`config.mk`:
```
export PLATFORM = sky130hd
export DESIGN_NAME = spi_instr_frontend
export DESIGN_NICKNAME = d
export VERILOG_FILES = /design/src/rtl/spi_instr_frontend_pkg.sv /design/src/rtl/spi_sync_edge.sv /design/src/rtl/spi_instr_frontend.sv
export SDC_FILE = /design/constraint.sdc
export NUM_CORES = 1
export LEC_CHECK = 0
export ABC_CLOCK_PERIOD_IN_PS = 2000
export CAP_MARGIN = 20
export CORE_MARGIN = 3
export CORE_UTILIZATION = 40
export DETAILED_ROUTE_END_ITERATION = 8
export GPL_TIMING_DRIVEN = 0
export PLACE_DENSITY_LB_ADDON = 0.3
export SETUP_SLACK_MARGIN = 0.05
export SYNTH_ARGS = -nofsm -noshare
export SYNTH_HDL_FRONTEND = slang
export SYNTH_SLANG_ARGS = --single-unit
```
`constraint.sdc`:
```
create_clock -name clk -period 2 [get_ports clk]
set_input_delay 0.4 -clock clk [delete_from_list [all_inputs] [get_ports clk]]
set_output_delay 0.4 -clock clk [all_outputs]
set_load 0.1 [all_outputs]
```
`src/rtl/spi_instr_frontend_pkg.sv`:
```
// -----------------------------------------------------------------------------
// spi_instr_frontend_pkg
// Shared definitions for the SPI instruction front end and the execution unit
// that consumes its opcode/operand/start outputs.
//   - default field widths (opcode, operand, result byte)
//   - FSM state type for the frame receiver
//   - frame_len(): number of SPI bits in one instruction frame
// Configuration macro: SPI_INSTR_FRONTEND_PARITY_EN adds one trailing
// odd-parity bit to every frame.
// -----------------------------------------------------------------------------
package spi_instr_frontend_pkg;

    localparam int DEF_OPCODE_WIDTH  = 4;
    localparam int DEF_OPERAND_WIDTH = 8;
    localparam int DEF_RESULT_WIDTH  = 8;

`ifdef SPI_INSTR_FRONTEND_PARITY_EN
    localparam int PARITY_BITS = 1;
`else
    localparam int PARITY_BITS = 0;
`endif

    typedef enum logic [1:0] {
        IDLE = 2'd0,
        RECV = 2'd1,
        HOLD = 2'd2
    } state_t;

    // Frame is opcode then operand (each MSB first), plus optional parity bit.
    function automatic int frame_len(input int opcode_w, input int operand_w);
        return opcode_w + operand_w + PARITY_BITS;
    endfunction

endpackage

```
`src/rtl/spi_sync_edge.sv`:
```
// -----------------------------------------------------------------------------
// spi_sync_edge
// Brings one asynchronous SPI pin into the clk domain through SYNC_STAGES
// flops, followed by one history flop used to detect rising/falling edges.
// Ports:
//   clk, rst_n      : system clock, asynchronous active-low reset
//   async_i         : raw pin (asynchronous to clk)
//   rise_o, fall_o  : one-clk strobes on a synchronised 0->1 / 1->0 transition
// RESET_VAL sets the idle level the chain resets to, so that a pin sitting at
// that level after reset release produces no spurious edge.
// -----------------------------------------------------------------------------
module spi_sync_edge
    import spi_instr_frontend_pkg::*;
#(
    parameter int   SYNC_STAGES = 2,
    parameter logic RESET_VAL   = 1'b0
) (
    input  logic clk,
    input  logic rst_n,
    input  logic async_i,
    output logic rise_o,
    output logic fall_o
);

    logic [SYNC_STAGES-1:0] sync_q;
    logic                   prev_q;

    always_ff @(posedge clk or negedge rst_n) begin
        if (!rst_n) begin
            sync_q <= {SYNC_STAGES{RESET_VAL}};
            prev_q <= RESET_VAL;
        end else begin
            sync_q[0] <= async_i;
            for (int i = 1; i < SYNC_STAGES; i++) begin
                sync_q[i] <= sync_q[i-1];
            end
            prev_q <= sync_q[SYNC_STAGES-1];
        end
    end

    assign rise_o =  sync_q[SYNC_STAGES-1] & ~prev_q;
    assign fall_o = ~sync_q[SYNC_STAGES-1] &  prev_q;

endmodule

```
`src/rtl/spi_instr_frontend.sv`:
```
// -----------------------------------------------------------------------------
// spi_instr_frontend
// SPI (mode 0) slave that receives one instruction frame per chip-select
// window and returns a result byte on MISO.
// Ports:
//   clk, rst_n          : system clock, asynchronous active-low reset
//   spi_sclk, spi_cs_n,
//   spi_mosi            : SPI pins, asynchronous to clk
//   spi_miso            : SPI data out, MSB first, 0 when deselected
//   result              : byte loaded into the TX shifter at cs_n fall
//   opcode, operand     : last accepted instruction (held)
//   start               : one-clk pulse when a new instruction is accepted
//   frame_err           : one-clk pulse for a short, long or bad-parity frame
// Configuration macro: SPI_INSTR_FRONTEND_PARITY_EN appends an odd-parity bit
// covering opcode and operand; a mismatch gives frame_err instead of start.
// -----------------------------------------------------------------------------
module spi_instr_frontend
    import spi_instr_frontend_pkg::*;
#(
    parameter int OPCODE_WIDTH  = DEF_OPCODE_WIDTH,
    parameter int OPERAND_WIDTH = DEF_OPERAND_WIDTH,
    parameter int RESULT_WIDTH  = DEF_RESULT_WIDTH,
    parameter int SYNC_STAGES   = 2
) (
    input  logic                     clk,
    input  logic                     rst_n,
    input  logic                     spi_sclk,
    input  logic                     spi_cs_n,
    input  logic                     spi_mosi,
    output logic                     spi_miso,
    input  logic [RESULT_WIDTH-1:0]  result,
    output logic [OPCODE_WIDTH-1:0]  opcode,
    output logic [OPERAND_WIDTH-1:0] operand,
    output logic                     start,
    output logic                     frame_err
);

    localparam int               FRAME_LEN = frame_len(OPCODE_WIDTH, OPERAND_WIDTH);
    localparam int               CNT_W     = $clog2(FRAME_LEN + 1);
    localparam logic [CNT_W-1:0] LAST_BIT  = CNT_W'(FRAME_LEN - 1);

    logic sclk_rise, sclk_fall;
    logic cs_rise, cs_fall;

    spi_sync_edge #(.SYNC_STAGES(SYNC_STAGES), .RESET_VAL(1'b0)) u_sclk_sync (
        .clk    (clk),
        .rst_n  (rst_n),
        .async_i(spi_sclk),
        .rise_o (sclk_rise),
        .fall_o (sclk_fall)
    );

    // cs_n idles high: resetting its chain to 1 avoids a false select at release.
    spi_sync_edge #(.SYNC_STAGES(SYNC_STAGES), .RESET_VAL(1'b1)) u_cs_sync (
        .clk    (clk),
        .rst_n  (rst_n),
        .async_i(spi_cs_n),
        .rise_o (cs_rise),
        .fall_o (cs_fall)
    );

    // MOSI needs no edge detect; its depth matches the sclk chain so the
    // sample lines up with the detected sclk rising edge.
    logic [SYNC_STAGES-1:0] mosi_sync_q;
    logic                   mosi_s;

    always_ff @(posedge clk or negedge rst_n) begin
        if (!rst_n) begin
            mosi_sync_q <= '0;
        end else begin
            mosi_sync_q[0] <= spi_mosi;
            for (int i = 1; i < SYNC_STAGES; i++) begin
                mosi_sync_q[i] <= mosi_sync_q[i-1];
            end
        end
    end

    assign mosi_s = mosi_sync_q[SYNC_STAGES-1];

    state_t                  state_q, state_d;
    logic [CNT_W-1:0]        bit_cnt_q;
    logic [FRAME_LEN-2:0]    frame_q;
    logic [FRAME_LEN-1:0]    frame_d;
    logic [OPCODE_WIDTH-1:0] opcode_q;
    logic [OPERAND_WIDTH-1:0] operand_q;
    logic                    start_q, frame_err_q;
    logic                    extra_seen_q;
    logic [RESULT_WIDTH-1:0] tx_q;

    logic cnt_clr, shift_en, hold_entry, short_err, long_err;
    logic parity_ok, accept, parity_err;

    // The final bit goes straight from MOSI into the decode, so the frame
    // register only needs to hold the earlier FRAME_LEN-1 bits.
    assign frame_d = {frame_q, mosi_s};

`ifdef SPI_INSTR_FRONTEND_PARITY_EN
    assign parity_ok = ^frame_d;
`else
    assign parity_ok = 1'b1;
`endif

    assign accept     = hold_entry &  parity_ok;
    assign parity_err = hold_entry & ~parity_ok;

    // FSM state register
    always_ff @(posedge clk or negedge rst_n) begin
        if (!rst_n) begin
            state_q <= IDLE;
        end else begin
            state_q <= state_d;
        end
    end

    // FSM next state
    always_comb begin
        state_d = state_q;
        case (state_q)
            IDLE: begin
                if (cs_fall) state_d = RECV;
            end
            RECV: begin
                if (cs_rise)                                  state_d = IDLE;
                else if (sclk_rise && (bit_cnt_q == LAST_BIT)) state_d = HOLD;
            end
            HOLD: begin
                if (cs_rise) state_d = IDLE;
            end
            default: state_d = IDLE;
        endcase
    end

    // FSM outputs: per-cycle control strobes for the datapath below
    always_comb begin
        cnt_clr    = 1'b0;
        shift_en   = 1'b0;
        hold_entry = 1'b0;
        short_err  = 1'b0;
        long_err   = 1'b0;
        case (state_q)
            IDLE: begin
                cnt_clr = cs_fall;
            end
            RECV: begin
                if (cs_rise) begin
                    // A select with no clocks at all is not an error.
                    short_err = (bit_cnt_q != '0);
                end else if (sclk_rise) begin
                    shift_en   = 1'b1;
                    hold_entry = (bit_cnt_q == LAST_BIT);
                end
            end
            HOLD: begin
                long_err = sclk_rise & ~cs_rise & ~extra_seen_q;
            end
            default: ;
        endcase
    end

    always_ff @(posedge clk or negedge rst_n) begin
        if (!rst_n) begin
            bit_cnt_q    <= '0;
            frame_q      <= '0;
            opcode_q     <= '0;
            operand_q    <= '0;
            start_q      <= 1'b0;
            frame_err_q  <= 1'b0;
            extra_seen_q <= 1'b0;
            tx_q         <= '0;
        end else begin
            if (cnt_clr)       bit_cnt_q <= '0;
            else if (shift_en) bit_cnt_q <= bit_cnt_q + 1'b1;

            if (shift_en) frame_q <= frame_d[FRAME_LEN-2:0];

            if (accept) begin
                opcode_q  <= frame_d[FRAME_LEN-1 -: OPCODE_WIDTH];
                operand_q <= frame_d[FRAME_LEN-1-OPCODE_WIDTH -: OPERAND_WIDTH];
            end

            start_q     <= accept;
            frame_err_q <= short_err | long_err | parity_err;

            // Only the first surplus edge of a long frame is reported.
            if (hold_entry)    extra_seen_q <= 1'b0;
            else if (long_err) extra_seen_q <= 1'b1;

            // result is captured once per frame; zeros shift in behind it so
            // MISO reads 0 after RESULT_WIDTH bits.
            if (cs_fall)                            tx_q <= result;
            else if (sclk_fall && state_q != IDLE)  tx_q <= tx_q << 1;
        end
    end

    // Not IDLE is exactly "synchronised cs_n low", so MISO is 0 when deselected.
    assign spi_miso  = (state_q != IDLE) & tx_q[RESULT_WIDTH-1];
    assign opcode    = opcode_q;
    assign operand   = operand_q;
    assign start     = start_q;
    assign frame_err = frame_err_q;

endmodule
```
==> results of run 1 <==
how the worst max path moves through the flow:
stage	end	slack, ns	from	cells after the start
after floorplan	spi_miso	0.25	state_q[1]	3
after global placement	frame_q[1]	-0.70	rst_n	1
after detailed placement	spi_miso	-0.23	state_q[1]	4
after CTS	spi_miso	0.02	state_q[1]	4
after global routing	operand[3]	0.05	operand[3]	1
final	opcode[0]	0.09	opcode[0]	1
kinds of logic after synthesis:
logic type | count (synthesis) | synth area share (%)
compound gates | 10 | 3.37
fa+ha+maj | 2 | 1.22
buf+inv | 10 | 3.12
flops | 48 | 58.9
mux | 40 | 23.5
simple gates | 32 | 9.85
flip-flops by register name (all words and copies together) (netlist names):
register / cells
u_sclk_sync.prev_q: 1
u_cs_sync.prev_q: 1
opcode: 4
frame_err: 1
tx_q: 8
u_sclk_sync.sync_q: 2
mosi_sync_q: 2
bit_cnt_q: 4
frame_q: 11
extra_seen_q: 1
start: 1
operand: 8
state_q: 2
u_cs_sync.sync_q: 2
timing repair:
item	in CTS	in global routing
pin swaps	0	1
gates resized for setup	17	11
setup endpoints to repair	15	18
buffers inserted	0	2
report_power, final:
group          internal [mW]  switching [mW]  leakage (nW)  total (mW)
Clock                  0.237           0.305        0.0400       0.542
Sequential              1.11          0.0840         0.623        1.19
Combinational          0.190           0.166         0.497       0.356
cells in the mapped netlist, types with 2 or more instances:
| cell | n | area [um^2] |
|---|---|---|
| nor4_1 | 2 | 12.5 |
| ha_1 | 2 | 25.0 |
| mux2_2 | 28 | 315 |
| dfrtp_1 | 45 | 1130 |
| buf_2 | 3 | 15.0 |
| mux2i_1 | 3 | 30.0 |
| nor2_1 | 4 | 15.0 |
| a21oi_1 | 3 | 15.0 |
| nand3_1 | 2 | 10.0 |
| o21ai_0 | 2 | 10.0 |
| dfstp_2 | 3 | 78.8 |
| nand2_1 | 5 | 18.8 |
| inv_1 | 4 | 15.0 |
| nor2b_1 | 5 | 31.3 |
| nand4_1 | 2 | 12.5 |
| nand2b_1 | 6 | 37.5 |
| mux2_4 | 9 | 135 |
per-stage QoR:
step | total power, mW | setup TNS, ns | cells | setup slack (ns) | hold slack [ns]
global route | 2.21 | 0 | 246 | 0.0526 | 0.0983
floorplan | 1.46 | 0 | 142 | 0.252 | 0.104
finish | 2.09 | 0 | 246 | 0.0893 | 0.0644
CTS | 2.12 | 0 | 244 | 0.0172 | 0.0785
detailed placement | 1.58 | -0.229 | 237 | -0.229 | 0.342
global placement | 1.55 | -32.49 | 236 | -0.703 | 0.335
layer usage:
layer / GRT usage [%] / up-vias / share of wire, %
li1: - / 571 / -
met1: 16.7 / 598 / 45
met2: 20.5 / 35 / 47
met3: 3.48 / 7 / 5.8
met4: 4.80 / 0 / 1.6
met5: 0 / - / 0
layout make-up:
| type | count | area [um^2] |
|---|---|---|
| timing repair buffer | 30 | 283 |
| sequential | 48 | 1200 |
| inverter | 4 | 15.0 |
| buffer | 6 | 48.8 |
| multi-input combinational | 84 | 778 |
| tap | 67 | 83.8 |
| clock buffer | 5 | 68.8 |
| clock inverter | 2 | 12.5 |
| fill | 442 | 2320 |
==> impl_metrics.csv, run 1 <==
group,metric,value,unit
clock_tree,htree_levels,2,
final_layout,area_growth,22.0,%
drt,drt_first_pass_iters,4,
die,die_w,77.5,um
job,maxCapViolCount,0,
critical_path,worstPathRequired,1.60,ns
final_layout,postLayoutCoreUtil,51.8,%
die,num_rows,25,
clock_tree,root_buffer,"clkbuf_8",
drt,viasPerCell,4.92,
sta,worst_pin_slew,0.961,ns
final_layout,drive_gt1_share,35.8,%
synthesis,ys_async_sr_fraction,100,%
die,dieArea,6000,um^2
final_layout,nets,194,
critical_path,critical_path.top_delay_family,"buffers and inverters",
placement,hpwl,2490,um
drt,antenna_left,0,
final_layout,final_area,2490,um^2
global_routing,antenna_found_initial,0,
critical_path,r2r-end,"opcode[2]",
sta,finClkSkew,0.00975,ns
critical_path,path_max_fanout,2,
synthesis,synth.ff_latch_count,48,
drt,num_vias,1211,
synthesis,syn_inst,142,
critical_path,path_buf_inv,1,
synthesis,yosysWarnings,0,
sta,min_period,1.91,ns
critical_path,cp-start-kind,"flip-flop",
critical_path,slowest_stage,"clkdlybuf4s15_1",
placement,place.gp.congestion,0.752,
final_layout,final_common_cell,"dfrtp_1",
die,start_util,42.4,%
final_layout,n_antenna_cell,0,
clock_tree,clockBufferDepth,2,
global_routing,grt_pass1_vias,1323,
synthesis,syn_area_per_cell,14.4,um^2
critical_path,r2r_slack,0.19,ns
synthesis,syn_area,2040,um^2
clock_tree,clk_pin_slew,0.08,ns
power,irDropWorstVdd,514,uV
critical_path,end_kind,"output port",
power,leakagePower,1.16,nW
synthesis,synth_cell_types,31,
critical_path,reg2reg_depth,5,
synthesis,synth_nets,157,
drt,drc,0,
sta,finalSetupViolCount,0,
die,core,4820,um^2
sta,post-route-period-util,95.5,%
run_status,outcome,"finished, final reports clean",
drt,drt_wl_total,3490,um
global_routing,grt_max_degree,28,
synthesis,synth_edf_count,0,
synthesis,synth_seq_area_share,58.9,%
final_layout,mostFrequentLayoutCells,"dfrtp_1, mux2_2, clkdlybuf4s50_1, mux2_4, clkdlybuf4s15_1",
clock_tree,cts_tree,"done",
min_path,min_path_type,"primary input to asynchronous set/reset pin",
sta,hold_viol,0,
synthesis,yosys_most_used_dff,"dfrtp_1",
sta,max_freq,523,MHz
critical_path,reg2reg_from,"bit_cnt_q[0]",
critical_path,max_stage_delay,0.83,ns
die,die_height,77.5,um
clock_tree,hold_buffers,0,
sta,maxSlewHeadroom,36.2,%
global_routing,grt_pass1_wl,6200,um
critical_path,cp.arrival,1.51,ns
clock_tree,clock-sinks,48,
drt,drt-initial-drc-count,41,
placement,place_area,2420,um^2
placement,port_buffers,27,
global_routing,track_usage,12.8,%
clock_tree,numCtsBuffers,5,
critical_path,crit_type,"flip-flop to output port",
die,pin_count,28,
drt,wire_per_inst,14.2,um
global_routing,overflow,0,
power,pwr_density_cell,838,nW/um^2
sta,drv_slew,0,
critical_path,cp_cell_sequence,"clkdlybuf4s15_1",
clock_tree,clk_latency,0.29,ns
sta,rsz0062_at_grt,"false",
No activity file was read; power rests on OpenSTA's default activity.
==> inputs of run 2 (changes only) <==
Settings changed: CORE_MARGIN 3 to 2.
==> run 2 against run 1 <==
Hold slack better by 0.0056 ns. Register-to-register slack about the same. Sequential cell count unchanged. Combinational power hardly changed. Setup slack better by 0.010 ns. First-iteration DRC count rose by 7.3%. Critical path type unchanged.
==> impl_metrics.csv, run 2 (synthesis gave the netlist of run 1 again) <==
group,metric,value,unit
critical_path,r2r_slack,0.19,ns
clock_tree,cts_tree,"done",
critical_path,crit_type,"flip-flop to output port",
sta,max_freq,526,MHz
die,pin_count,28,
sta,worst_pin_slew,0.971,ns
min_path,min_path_type,"primary input to asynchronous set/reset pin",
die,start_util,40.8,%
final_layout,drive_gt1_share,37.4,%
critical_path,critical_path.top_delay_family,"buffers and inverters",
final_layout,multi_input_area,778,um^2
final_layout,ff_latch_area,1200,um^2
critical_path,crit_start,"operand[0]",
sta,hold_viol,0,
global_routing,overflow,0,
critical_path,max_stage_delay,0.85,ns
job,maxCapViolCount,0,
critical_path,r2r-end,"frame_q[0]",
clock_tree,htree_levels,2,
clock_tree,clockBufferDepth,2,
sta,finClkSkew,0.00427,ns
drt,drt-initial-drc-count,44,
critical_path,cp.arrival,1.50,ns
global_routing,grt_pass1_vias,1211,
critical_path,crit_cells,1,
final_layout,mostFrequentLayoutCells,"dfrtp_1, mux2_2, clkdlybuf4s50_1, mux2_4, clkdlybuf4s15_1",
power,pwr_density_cell,858,nW/um^2
final_layout,n_antenna_cell,0,
power,leakagePower,1.16,nW
sta,post-route-period-util,95.0,%
die,num_rows,26,
sta,drv_slew,0,
final_layout,largest_register_ff_count,11,
placement,place.gp.congestion,0.764,
die,core,5010,um^2
final_layout,fillers,451,
critical_path,crit_end,"operand[0]",
power,irDropWorstVdd,372,uV
placement,port_buffers,27,
run_status,outcome,"finished, final reports clean",
placement,hpwl,2360,um
global_routing,antenna_found_initial,0,
final_layout,top_register,"frame_q",
critical_path,end_kind,"output port",
critical_path,path_buf_inv,1,
critical_path,cp_cell_sequence,"dlygate4sd2_1",
critical_path,slowest_stage,"dlygate4sd2_1",
final_layout,area_growth,22.0,%
final_layout,final_common_cell,"dfrtp_1",
die,die_height,75.5,um
critical_path,path_max_fanout,2,
sta,min_period,1.90,ns
final_layout,nets,193,
clock_tree,clock-sinks,48,
drt,drt_first_pass_iters,4,
global_routing,grt_pass1_wl,5540,um
sta,rsz0062_at_grt,"false",
drt,antenna_left,0,
global_routing,grt_max_degree,27,
clock_tree,clk_latency,0.30,ns
global_routing,track_usage,13.0,%
sta,finalSetupViolCount,0,
critical_path,cp-start-kind,"flip-flop",
clock_tree,numCtsBuffers,5,
clock_tree,root_buffer,"clkbuf_8",
critical_path,reg2reg_depth,5,
die,die_w,75.5,um
sta,fin_tns_setup,0,ns
drt,wire_per_inst,13.4,um
drt,num_vias,1201,
drt,drc,0,
die,dieArea,5700,um^2
sta,maxSlewHeadroom,35.5,%
clock_tree,clk_pin_slew,0.08,ns
critical_path,worstPathRequired,1.60,ns
drt,viasPerCell,4.82,
sta,holdWs,0.0700,ns
drt,drt_wl_total,3330,um
critical_path,reg2reg_from,"u_cs_sync.prev_q",
run 2: changes by cell type in the layout (fill, tap and decap cells not counted), sizes merged:
cell and delta:
buf -1, clkinvlp -1, clkbuf +4, inv +1, dlygate4sd2 -3
run 2: cell type report:
class                   count  share of cell area [%]
plain buffers               6                    1.96
repair buffers             29                    10.6
clock buffers               6                    3.31
inverters                   4                   0.602
clock inverters             2                   0.552
multi-input cells          84                    31.2
flip-flops and latches     48                    48.3
well taps                  70                    3.51
run 2: routing by layer:
metal  GRT usage [%]  part of all wire (%)
met5               0                     0
met3            4.50                   6.4
met4            3.70                  0.69
met2            20.8                    48
met1            16.9                    45
run 2: power breakdown:
part | total, mW | switching (mW) | internal [mW]
clock network | 0.595 | 0.313 | 0.283
registers | 1.19 | 0.0833 | 1.11
logic | 0.354 | 0.164 | 0.190
run 2: worst min path at each step:
stage | end | slack (ns)
global route | bit_cnt_q[1] | 0.10
CTS | state_q[0] | 0.08
finish | state_q[1] | 0.07
detailed placement | mosi_sync_q[1] | 0.34
global placement | mosi_sync_q[1] | 0.34
floorplan | bit_cnt_q[0] | 0.10
run 2: metrics by stage:
stage | instance area, um^2 | setup slack [ns] | power [mW] | util, % | cells
after global placement | 2400 | -0.717 | 1.55 | 48.0 | 239
after CTS | 2500 | 0.00345 | 2.18 | 49.9 | 248
after global routing | 2490 | 0.0547 | 2.26 | 49.8 | 249
after detailed placement | 2420 | -0.239 | 1.58 | 48.3 | 240
after floorplan | 2050 | 0.252 | 1.46 | - | 142
final | 2490 | 0.0996 | 2.14 | 49.8 | 249
run 2: repair_timing:
| action | 4_1_cts | 5_1_grt |
|---|---|---|
| hold buffers | 0 | 0 |
| pin swaps | 0 | 1 |
| endpoints found under the setup margin | 15 | 21 |
| gates cloned | 0 | 0 |
| buffers inserted | 0 | 1 |
| gates resized for setup | 17 | 17 |
